## src/rtl/bit_detector_pkg.sv

```systemverilog
// Shared definitions for the serial bit-pattern detector.
// Latency: n/a (types and constants only).
// Backpressure: n/a.
// Contents: default pattern length/value, packet-state enum, counter width helper.
package bitdetector_pkg;

    localparam int DEFAULT_PAT_LEN = 4;
    localparam logic [DEFAULT_PAT_LEN-1:0] DEFAULT_PATTERN = 4'b1011;

    typedef enum logic {
        ST_IDLE,
        ST_IN_PACKET
    } pkt_state_t;

    // Bits needed for a counter that saturates at len.
    function automatic int cnt_width(input int len);
        return $clog2(len + 1);
    endfunction

endpackage

```

## src/rtl/bit_detector_if.sv

```systemverilog
// Bit-serial stream bundle: input beat (bit + framing) and output flag beat.
// Latency: n/a (wiring only).
// Backpressure: valid/ready on both directions; i_ready and o_ready carry the stalls.
// Modports: master = source/sink side driving input beats and o_ready; slave = detector.
interface bit_detector_if;

    logic inp;
    logic i_valid;
    logic i_sop;
    logic i_eop;
    logic i_ready;
    logic outp;
    logic o_valid;
    logic o_sop;
    logic o_eop;
    logic o_ready;

    modport master (
        output inp, i_valid, i_sop, i_eop, o_ready,
        input  i_ready, outp, o_valid, o_sop, o_eop
    );

    modport slave (
        input  inp, i_valid, i_sop, i_eop, o_ready,
        output i_ready, outp, o_valid, o_sop, o_eop
    );

endinterface

```

## src/rtl/bit_pattern_matcher.sv

```systemverilog
// History shift register + saturating bit counter + pattern comparator.
// Latency: match is combinational on the current bit; state updates on the shift edge.
// Backpressure: none; the caller only asserts shift_en for beats it keeps.
// Ports: clk, reset_n (active-high sync), shift_en, clear (restart history), bit_in -> match.
module bit_pattern_matcher
    import bitdetector_pkg::*;
#(
    parameter int                 PAT_LEN = DEFAULT_PAT_LEN,
    parameter logic [PAT_LEN-1:0] PATTERN = PAT_LEN'(DEFAULT_PATTERN)
) (
    input  logic clk,
    input  logic reset_n,
    input  logic shift_en,
    input  logic clear,
    input  logic bit_in,
    output logic match
);

    localparam int CW = cnt_width(PAT_LEN);

    logic [PAT_LEN-1:0] hist;
    logic [PAT_LEN-1:0] window;
    logic [CW-1:0]      cnt;
    logic [CW-1:0]      cnt_nxt;

    // Window and count as they will be once the current bit is absorbed, so the
    // comparison already includes this bit. A clear starts a fresh packet with
    // only the current bit in history.
    always_comb begin
        window  = {hist[PAT_LEN-2:0], bit_in};
        cnt_nxt = cnt;
        if (clear) begin
            window  = {{(PAT_LEN-1){1'b0}}, bit_in};
            cnt_nxt = CW'(1);
        end else if (cnt != CW'(PAT_LEN)) begin
            cnt_nxt = cnt + CW'(1);
        end
        match = (cnt_nxt == CW'(PAT_LEN)) && (window == PATTERN);
    end

    always_ff @(posedge clk) begin
        if (reset_n) begin
            hist <= '0;
            cnt  <= '0;
        end else if (shift_en) begin
            hist <= window;
            cnt  <= cnt_nxt;
        end
    end

endmodule

```

## src/rtl/bit_detector.sv

```systemverilog
// Streaming detector: one match flag per accepted in-packet bit, framing passed through.
// Latency: accepted bit appears on the output one edge later, held until consumed.
// Backpressure: single output register; i_ready = !reset_n && (!o_valid || o_ready).
// Ports: clk, reset_n (active-high sync reset despite the name), bus (slave modport).
module bit_detector
    import bitdetector_pkg::*;
#(
    parameter int                 PAT_LEN = DEFAULT_PAT_LEN,
    parameter logic [PAT_LEN-1:0] PATTERN = PAT_LEN'(DEFAULT_PATTERN)
) (
    input  logic           clk,
    input  logic           reset_n,
    bit_detector_if.slave  bus
);

    pkt_state_t state;
    pkt_state_t state_nxt;

    logic accept;
    logic keep;
    logic match;

    logic outp_q;
    logic o_valid_q;
    logic o_sop_q;
    logic o_eop_q;

    // Combinational from o_ready so a drain and a fill can share one cycle.
    assign bus.i_ready = !reset_n && (!o_valid_q || bus.o_ready);
    assign accept      = bus.i_valid && bus.i_ready;

    always_ff @(posedge clk) begin
        if (reset_n) begin
            state <= ST_IDLE;
        end else begin
            state <= state_nxt;
        end
    end

    // A sop always (re)starts a packet, truncating any open one. Bits seen
    // while idle without sop are swallowed and never reach the matcher.
    always_comb begin
        state_nxt = state;
        keep      = 1'b0;
        if (accept) begin
            if (bus.i_sop) begin
                keep      = 1'b1;
                state_nxt = bus.i_eop ? ST_IDLE : ST_IN_PACKET;
            end else if (state == ST_IN_PACKET) begin
                keep = 1'b1;
                if (bus.i_eop) begin
                    state_nxt = ST_IDLE;
                end
            end
        end
    end

    bit_pattern_matcher #(
        .PAT_LEN (PAT_LEN),
        .PATTERN (PATTERN)
    ) u_matcher (
        .clk      (clk),
        .reset_n  (reset_n),
        .shift_en (keep),
        .clear    (bus.i_sop),
        .bit_in   (bus.inp),
        .match    (match)
    );

    // Output payload is zeroed whenever the slot empties, so the flags read 0
    // outside a valid beat without extra gating on the output pins.
    always_ff @(posedge clk) begin
        if (reset_n) begin
            o_valid_q <= 1'b0;
            outp_q    <= 1'b0;
            o_sop_q   <= 1'b0;
            o_eop_q   <= 1'b0;
        end else if (keep) begin
            o_valid_q <= 1'b1;
            outp_q    <= match;
            o_sop_q   <= bus.i_sop;
            o_eop_q   <= bus.i_eop;
        end else if (o_valid_q && bus.o_ready) begin
            o_valid_q <= 1'b0;
            outp_q    <= 1'b0;
            o_sop_q   <= 1'b0;
            o_eop_q   <= 1'b0;
        end
    end

    assign bus.outp    = outp_q;
    assign bus.o_valid = o_valid_q;
    assign bus.o_sop   = o_sop_q;
    assign bus.o_eop   = o_eop_q;

endmodule

```

## src/flat_wrapper.sv

```systemverilog
// flat-port wrapper written by rule: the top's interface ports become plain ports
module bit_detector_flat import bitdetector_pkg::*;
#(
    parameter int                 PAT_LEN = DEFAULT_PAT_LEN,
    parameter logic [PAT_LEN-1:0] PATTERN = PAT_LEN'(DEFAULT_PATTERN)
)
  (clk, reset_n, bus_inp, bus_i_valid, bus_i_sop, bus_i_eop, bus_o_ready, bus_i_ready, bus_outp, bus_o_valid, bus_o_sop, bus_o_eop);
  bit_detector_if bus_i ();
  input  logic clk;
  input  logic reset_n;
  input wire logic [$bits(bus_i.inp)-1:0] bus_inp;
  input wire logic [$bits(bus_i.i_valid)-1:0] bus_i_valid;
  input wire logic [$bits(bus_i.i_sop)-1:0] bus_i_sop;
  input wire logic [$bits(bus_i.i_eop)-1:0] bus_i_eop;
  input wire logic [$bits(bus_i.o_ready)-1:0] bus_o_ready;
  output wire logic [$bits(bus_i.i_ready)-1:0] bus_i_ready;
  output wire logic [$bits(bus_i.outp)-1:0] bus_outp;
  output wire logic [$bits(bus_i.o_valid)-1:0] bus_o_valid;
  output wire logic [$bits(bus_i.o_sop)-1:0] bus_o_sop;
  output wire logic [$bits(bus_i.o_eop)-1:0] bus_o_eop;
  assign bus_i.inp = bus_inp;
  assign bus_i.i_valid = bus_i_valid;
  assign bus_i.i_sop = bus_i_sop;
  assign bus_i.i_eop = bus_i_eop;
  assign bus_i.o_ready = bus_o_ready;
  assign bus_i_ready = bus_i.i_ready;
  assign bus_outp = bus_i.outp;
  assign bus_o_valid = bus_i.o_valid;
  assign bus_o_sop = bus_i.o_sop;
  assign bus_o_eop = bus_i.o_eop;
  bit_detector #(.PAT_LEN(PAT_LEN), .PATTERN(PATTERN)) u_core (.clk(clk), .reset_n(reset_n), .bus(bus_i));
endmodule
```

## config.mk

```make
export PLATFORM = sky130hd
export DESIGN_NAME = bit_detector_flat
export DESIGN_NICKNAME = d
export VERILOG_FILES = /design/src/rtl/bit_detector_pkg.sv /design/src/rtl/bit_detector_if.sv /design/src/rtl/bit_pattern_matcher.sv /design/src/rtl/bit_detector.sv /design/src/flat_wrapper.sv
export SDC_FILE = /design/constraint.sdc
export NUM_CORES = 1
export LEC_CHECK = 0
export ABC_AREA = 0
export BUFFER_PORTS_ARGS = -buffer_cell sky130_fd_sc_hd__buf_2
export CORE_MARGIN = 4
export CORE_UTILIZATION = 43
export DETAILED_ROUTE_END_ITERATION = 6
export GPL_ROUTABILITY_DRIVEN = 0
export PLACE_DENSITY = 0.64
export SKIP_LAST_GASP = 1
export SLEW_MARGIN = 20
export SYNTH_ARGS = -nofsm -noshare
export SYNTH_HDL_FRONTEND = slang
export SYNTH_SLANG_ARGS = --single-unit
```

## constraint.sdc

```tcl
create_clock -name clk -period 3.4 [get_ports clk]
set_clock_uncertainty 0.05 [all_clocks]
set_input_delay 0.34 -clock clk [delete_from_list [all_inputs] [get_ports clk]]
set_output_delay 0.34 -clock clk [all_outputs]
set_load 0.02 [all_outputs]
```

# Word-level counts from Yosys, hierarchy flattened
# Index checks and enable logic that the tools add are counted.
dict set report op_classes {
  eq_ne 3
  n_addsub 1
  reduce_logical 8
  n_mux 14
}
# op n
set op_table {}
lappend op_table {{$mux 1} 11}
lappend op_table {{$mux 3} 2}
lappend op_table {{$eq 4x4->1 const B} 1}
lappend op_table {{$logic_and 1x1->1} 4}
lappend op_table {{$mux 4} 1}
lappend op_table {{$add 3x1->3 const B} 1}
lappend op_table {{$eq 3x3->1 const B} 1}
lappend op_table {{$ne 3x3->1 const B} 1}
lappend op_table {{$logic_not 1->1} 2}
lappend op_table {{$reduce_bool 2->1} 1}
lappend op_table {{$logic_or 1x1->1} 1}
dict set report totals {
  in_bits 7
  ff_bits 11
  word_cells 33
  output_inout_bits 5
}

# Logic depth before layout (Yosys ltp)
dict set report depth {
  depth_word 6
  mapped_depth 5
  ltp_nobuf 5
}

# Hierarchy
# A second synthesis with hierarchy kept.
dict set report unflattened {
  hier_cells 58
  hier_area_um2 585.6
}
# mod cells_per_inst seq_area_each_um2 area_each_um2 n_inst
set by_module_without_submodules {}
lappend by_module_without_submodules {bit_pattern_matcher 35 120.1 334.1 1}
lappend by_module_without_submodules {bit_detector 23 100.1 251.5 1}

# Worst setup path after synthesis
# No wires, ideal clock.
dict set report synth_path {
  path_type {register to register}
  from {reg u_core.u_matcher.cnt[0]}
  to {reg u_core.outp_q, in the netlist u_core.bus.outp}
  t_required_ps 3263
  path_stages_with_launch 6
  n_path_buf 0
  slack_ps 2024
  arrival_time_ps 1239
  cell_sequence {dfxtp_1 -> inv_1 -> ha_1 -> nor4bb_1 -> o2111ai_1 -> o31ai_1}
}
dict set report synth_via {
  elab_chain_cells 6
  word_cells_on_any_way 7
}
# element line_no
set synth_lines {}
lappend synth_lines {{from (decl)} bit_pattern_matcher.sv:23} ;# logic [CW-1:0] cnt;
lappend synth_lines {{from (signal assigned)} bit_pattern_matcher.sv:47} ;# cnt <= cnt_nxt;
lappend synth_lines {{$add 3x1->3 / $ne 3x3->1 (equally long branches)} {bit_pattern_matcher.sv:36, bit_pattern_matcher.sv:35}}
lappend synth_lines {{$mux 3 (*)} bit_pattern_matcher.sv:35} ;# end else if (cnt != CW'(PAT_LEN)) begin
lappend synth_lines {{$mux 3 (*)} bit_pattern_matcher.sv:32} ;# if (clear) begin
lappend synth_lines {{$eq 3x3->1 (*)} bit_pattern_matcher.sv:38} ;# match = (cnt_nxt == CW'(PAT_LEN)) && (window == PATTERN);
lappend synth_lines {{$logic_and 1x1->1 (*)} bit_pattern_matcher.sv:38}
lappend synth_lines {{$mux 1 (*)} bit_detector.sv:78} ;# end else if (keep) begin
lappend synth_lines {{to (signal assigned)} bit_detector.sv:80} ;# outp_q <= match;
lappend synth_lines {{to (decl)} bit_detector.sv:23} ;# logic outp_q;
# Mark *: on every way between the ends. The rest lies on a longest branch, timed or not.
# A chain may end at the register's enable or synchronous reset.

# Worst setup path in the final report
dict set report layout_path {
  from {reg u_core.o_valid_q, in the netlist u_core.bus.o_valid}
  to {out bus_i_ready}
}
dict set report layout_via {
  elab_chain_cells 3
}
# element line_no
set layout_lines {}
lappend layout_lines {{from (decl)} bit_detector.sv:24} ;# logic o_valid_q;
lappend layout_lines {{from (signal assigned)} bit_detector.sv:74} ;# o_valid_q <= 1'b0;
lappend layout_lines {{from (signal assigned)} bit_detector.sv:79} ;# o_valid_q <= 1'b1;
lappend layout_lines {{from (signal assigned)} bit_detector.sv:84} ;# o_valid_q <= 1'b0;
lappend layout_lines {{$logic_not 1->1} bit_detector.sv:29} ;# assign bus.i_ready = !reset_n && (!o_valid_q || bus.o_ready);
lappend layout_lines {{$logic_or 1x1->1} bit_detector.sv:29}
lappend layout_lines {{$logic_and 1x1->1} bit_detector.sv:29}
lappend layout_lines {{to (decl)} flat_wrapper.sv:16} ;# output wire logic [$bits(bus_i.i_ready)-1:0] bus_i_ready;
# Every way passes these cells.

==> impl_metrics.ini <==
[yosys]
yosys-top-cells-area = dfxtp_1 35%, o31ai_1 6.0%, a21oi_1 4.8%
yosysWarningCount = 0
yosysSeqAreaShare_pct = 35.1
synthSimpleGateAreaFrac_pct = 19.4
syn-cell-area_um2 = 627
synth_flop_cell = dfxtp_1
synth-compound-area-share_pct = 32.3
ys_async_sr_fraction_pct = 0
synthAdderAreaFrac_pct = 3.99
netlist.area_leader.share_pct = 35.1
synth_most_common_cell = dfxtp_1
synthTopCellsByCount = 11 x dfxtp_1, 6 x a21oi_1, 5 x o31ai_1
synth_top_family_by_area = compound AO/OA/AOI/OAI gates
ys_ff_latch = 11
ys_types = 33
synth_enable_flop_cells = 0
syn_area_per_cell_um2 = 9.79
syn_inst = 64
syn_nets = 73
synth_top_area_cell = dfxtp_1
synth-xor-area-share_pct = 0
synth.area.mux_share_pct = 1.60

[sta]
worstMarginPinSlew_ns = 0.333
tns_ns = 0
period_share_pct = 48.3
finalSetupViolations = 0
final.min_clock_period_ns = 1.64
slew-limit-headroom_pct = 77.8
slew_viol_final = 0
final.setup.worst_slack_ns = 1.76
final-hold-violation-count = 0
fmaxAchievable_mhz = 608
grt_setup_unrepaired = no

[cts]
hold_buffers = 0
clk_latency_ns = 0.27
tritoncts = yes
cts_buffers = 3
htree_levels = 1
cts_setup_buffers = 0
clock_sinks = 11
cts_resized = 0
cts-root-buf = clkbuf_4
cts.reportedPaths.clkPinSlew_ns = 0.07
clockBufferDepth = 2

[power_and_ir_drop]
p_int_w = 0.000192
power_switching_w = 0.0000763
p_sw_share_pct = 28.4
peakVddDrop_uv = 252
p_clk_share_pct = 33.5
seq_power_share_pct = 50.9
powerDensity_nw_per_um2 = 388
comb_power_share_pct = 15.6
leakage_nw = 0.272

[place]
dp_slack_ns = 1.85
io_buffer_count = 11
placedCellCount = 85
place_area_um2 = 664
post-dp-hpwl_um = 931

[worst_setup_path]
worstSetupPathType = flop to output pin
crit_chain = and2b_1 -> nor2_2 -> buf_2
start_kind = flop
critPathMaxStageDelay_ns = 0.40
worstPathArrival_ns = 1.25
cp_num_buf_inv = 1
cp-end-kind = output pin
path_delay_family = simple AND/OR/NAND/NOR gates
crit_slowest_cell = dfxtp_1
required_ns = 3.01
crit_fanout = 7

[finish]
final_cells = 89
drive_above_1_share_pct = 31.1
finalInstanceArea_um2 = 692
diodes = 0
syn2layout_area_growth_pct = 10.4
nets = 84

[die]
fp.dieW_um = 46.2
std_cell_rows = 13
fp.dieH_um = 46.2
ios = 12
core_area_um2 = 1330
start_util_pct = 47.0
die-area_um2 = 2130

[global_routing]
grt_pass1_vias = 483
grt_overflow_total = 0
grt_use_total_pct = 15.1
grt_start_max_net_pins = 17
antenna_found_initial = 0
grt_pass1_wl_um = 2250

[route]
detail-route-antenna-nets = 0
vias = 511
wire_per_inst_um = 14.3
wl_um = 1270
first_pass_iters = 3
avgViaCountPerCell = 5.74
drc = 0
drtIter0Drc = 9

[flow_run]
maxCapViolCount = 0

[outcome]
status = finished clean

[min_path]
hold_path_class = input pin to flop
through the flow:
| stage | hold slack, ns | utilization, % | total power [W] |
|---|---|---|---|
| floorplan | 0.389 | - | 0.000171 |
| CTS | 0.227 | 51.9 | 0.000273 |
| finish | 0.237 | 51.9 | 0.000268 |
| global route | 0.245 | 51.9 | 0.000285 |
| detailed placement | 0.414 | 49.8 | 0.000181 |
| global placement | 0.402 | 49.8 | 0.000181 |
logic make-up (layout without fill, tap and decap cells):
family	Yosys count	in the layout
muxes	1	1
buffers and inverters	8	18
AOI/OAI and AO/OA	24	24
adders and majority gates	2	2
and+or+nand+nor	18	18
DFF	11	11
layer usage:
layer | routed length [um] | share of wire, % | up-vias | track usage [%]
met2 | 539 | 42 | 8 | 20.1
met3 | 63 | 4.9 | 2 | 7.03
li1 | - | - | 265 | -
met1 | 660 | 52 | 236 | 20.9
met5 | 0 | 0 | - | 0
met4 | 10 | 0.78 | 0 | 5.11
state kept, by name, indices dropped and copies added (netlist names):
name / cells
u_core.u_matcher.hist: 3
u_core.bus.outp: 1
u_core.bus.o_sop: 1
u_core.bus.o_eop: 1
u_core.state: 1
u_core.bus.o_valid: 1
u_core.u_matcher.cnt: 3
cell usage in the layout (no fill, tap or decap), drive strengths merged, types with 2 or more instances in the layout:
cell     n
buf     11
dfxtp   11
a21oi    6
o31ai    6
nand4    4
nor2b    4
clkbuf   3
inv      3
nand2b   2
a41oi    2
ha       2
nor2     2
o21a     2
power by group through the flow:
stage / clock network (W) / registers, W / logic, W
floorplan: 0 / 0.000142 / 0.0000290
global placement: 0 / 0.000139 / 0.0000415
detailed placement: 0 / 0.000139 / 0.0000418
CTS: 0.0000947 / 0.000136 / 0.0000421
global route: 0.000101 / 0.000137 / 0.0000464
finish: 0.0000899 / 0.000136 / 0.0000419
area by class of cell:
class	instances	area, um2
clock inverters	1	5.00
multi-input cells	45	359
inverters	3	11.3
repair buffers	11	55.1
well taps	15	18.8
flip-flops and latches	11	220
fillers	131	642
clock buffers	3	22.5
worst paths after layout:
check,depth (start not counted),from,slack [ns],to
hold reg to reg,2,u_core.u_matcher.hist[2],0.43,u_core.u_matcher.hist[2]
setup / recovery,3,u_core.bus.o_valid,1.76,bus_i_ready
setup reg to reg,5,u_core.u_matcher.cnt[0],1.84,u_core.bus.outp
hold / removal,2,bus_i_eop,0.24,u_core.state
No activity file was read; power rests on OpenSTA's default activity.
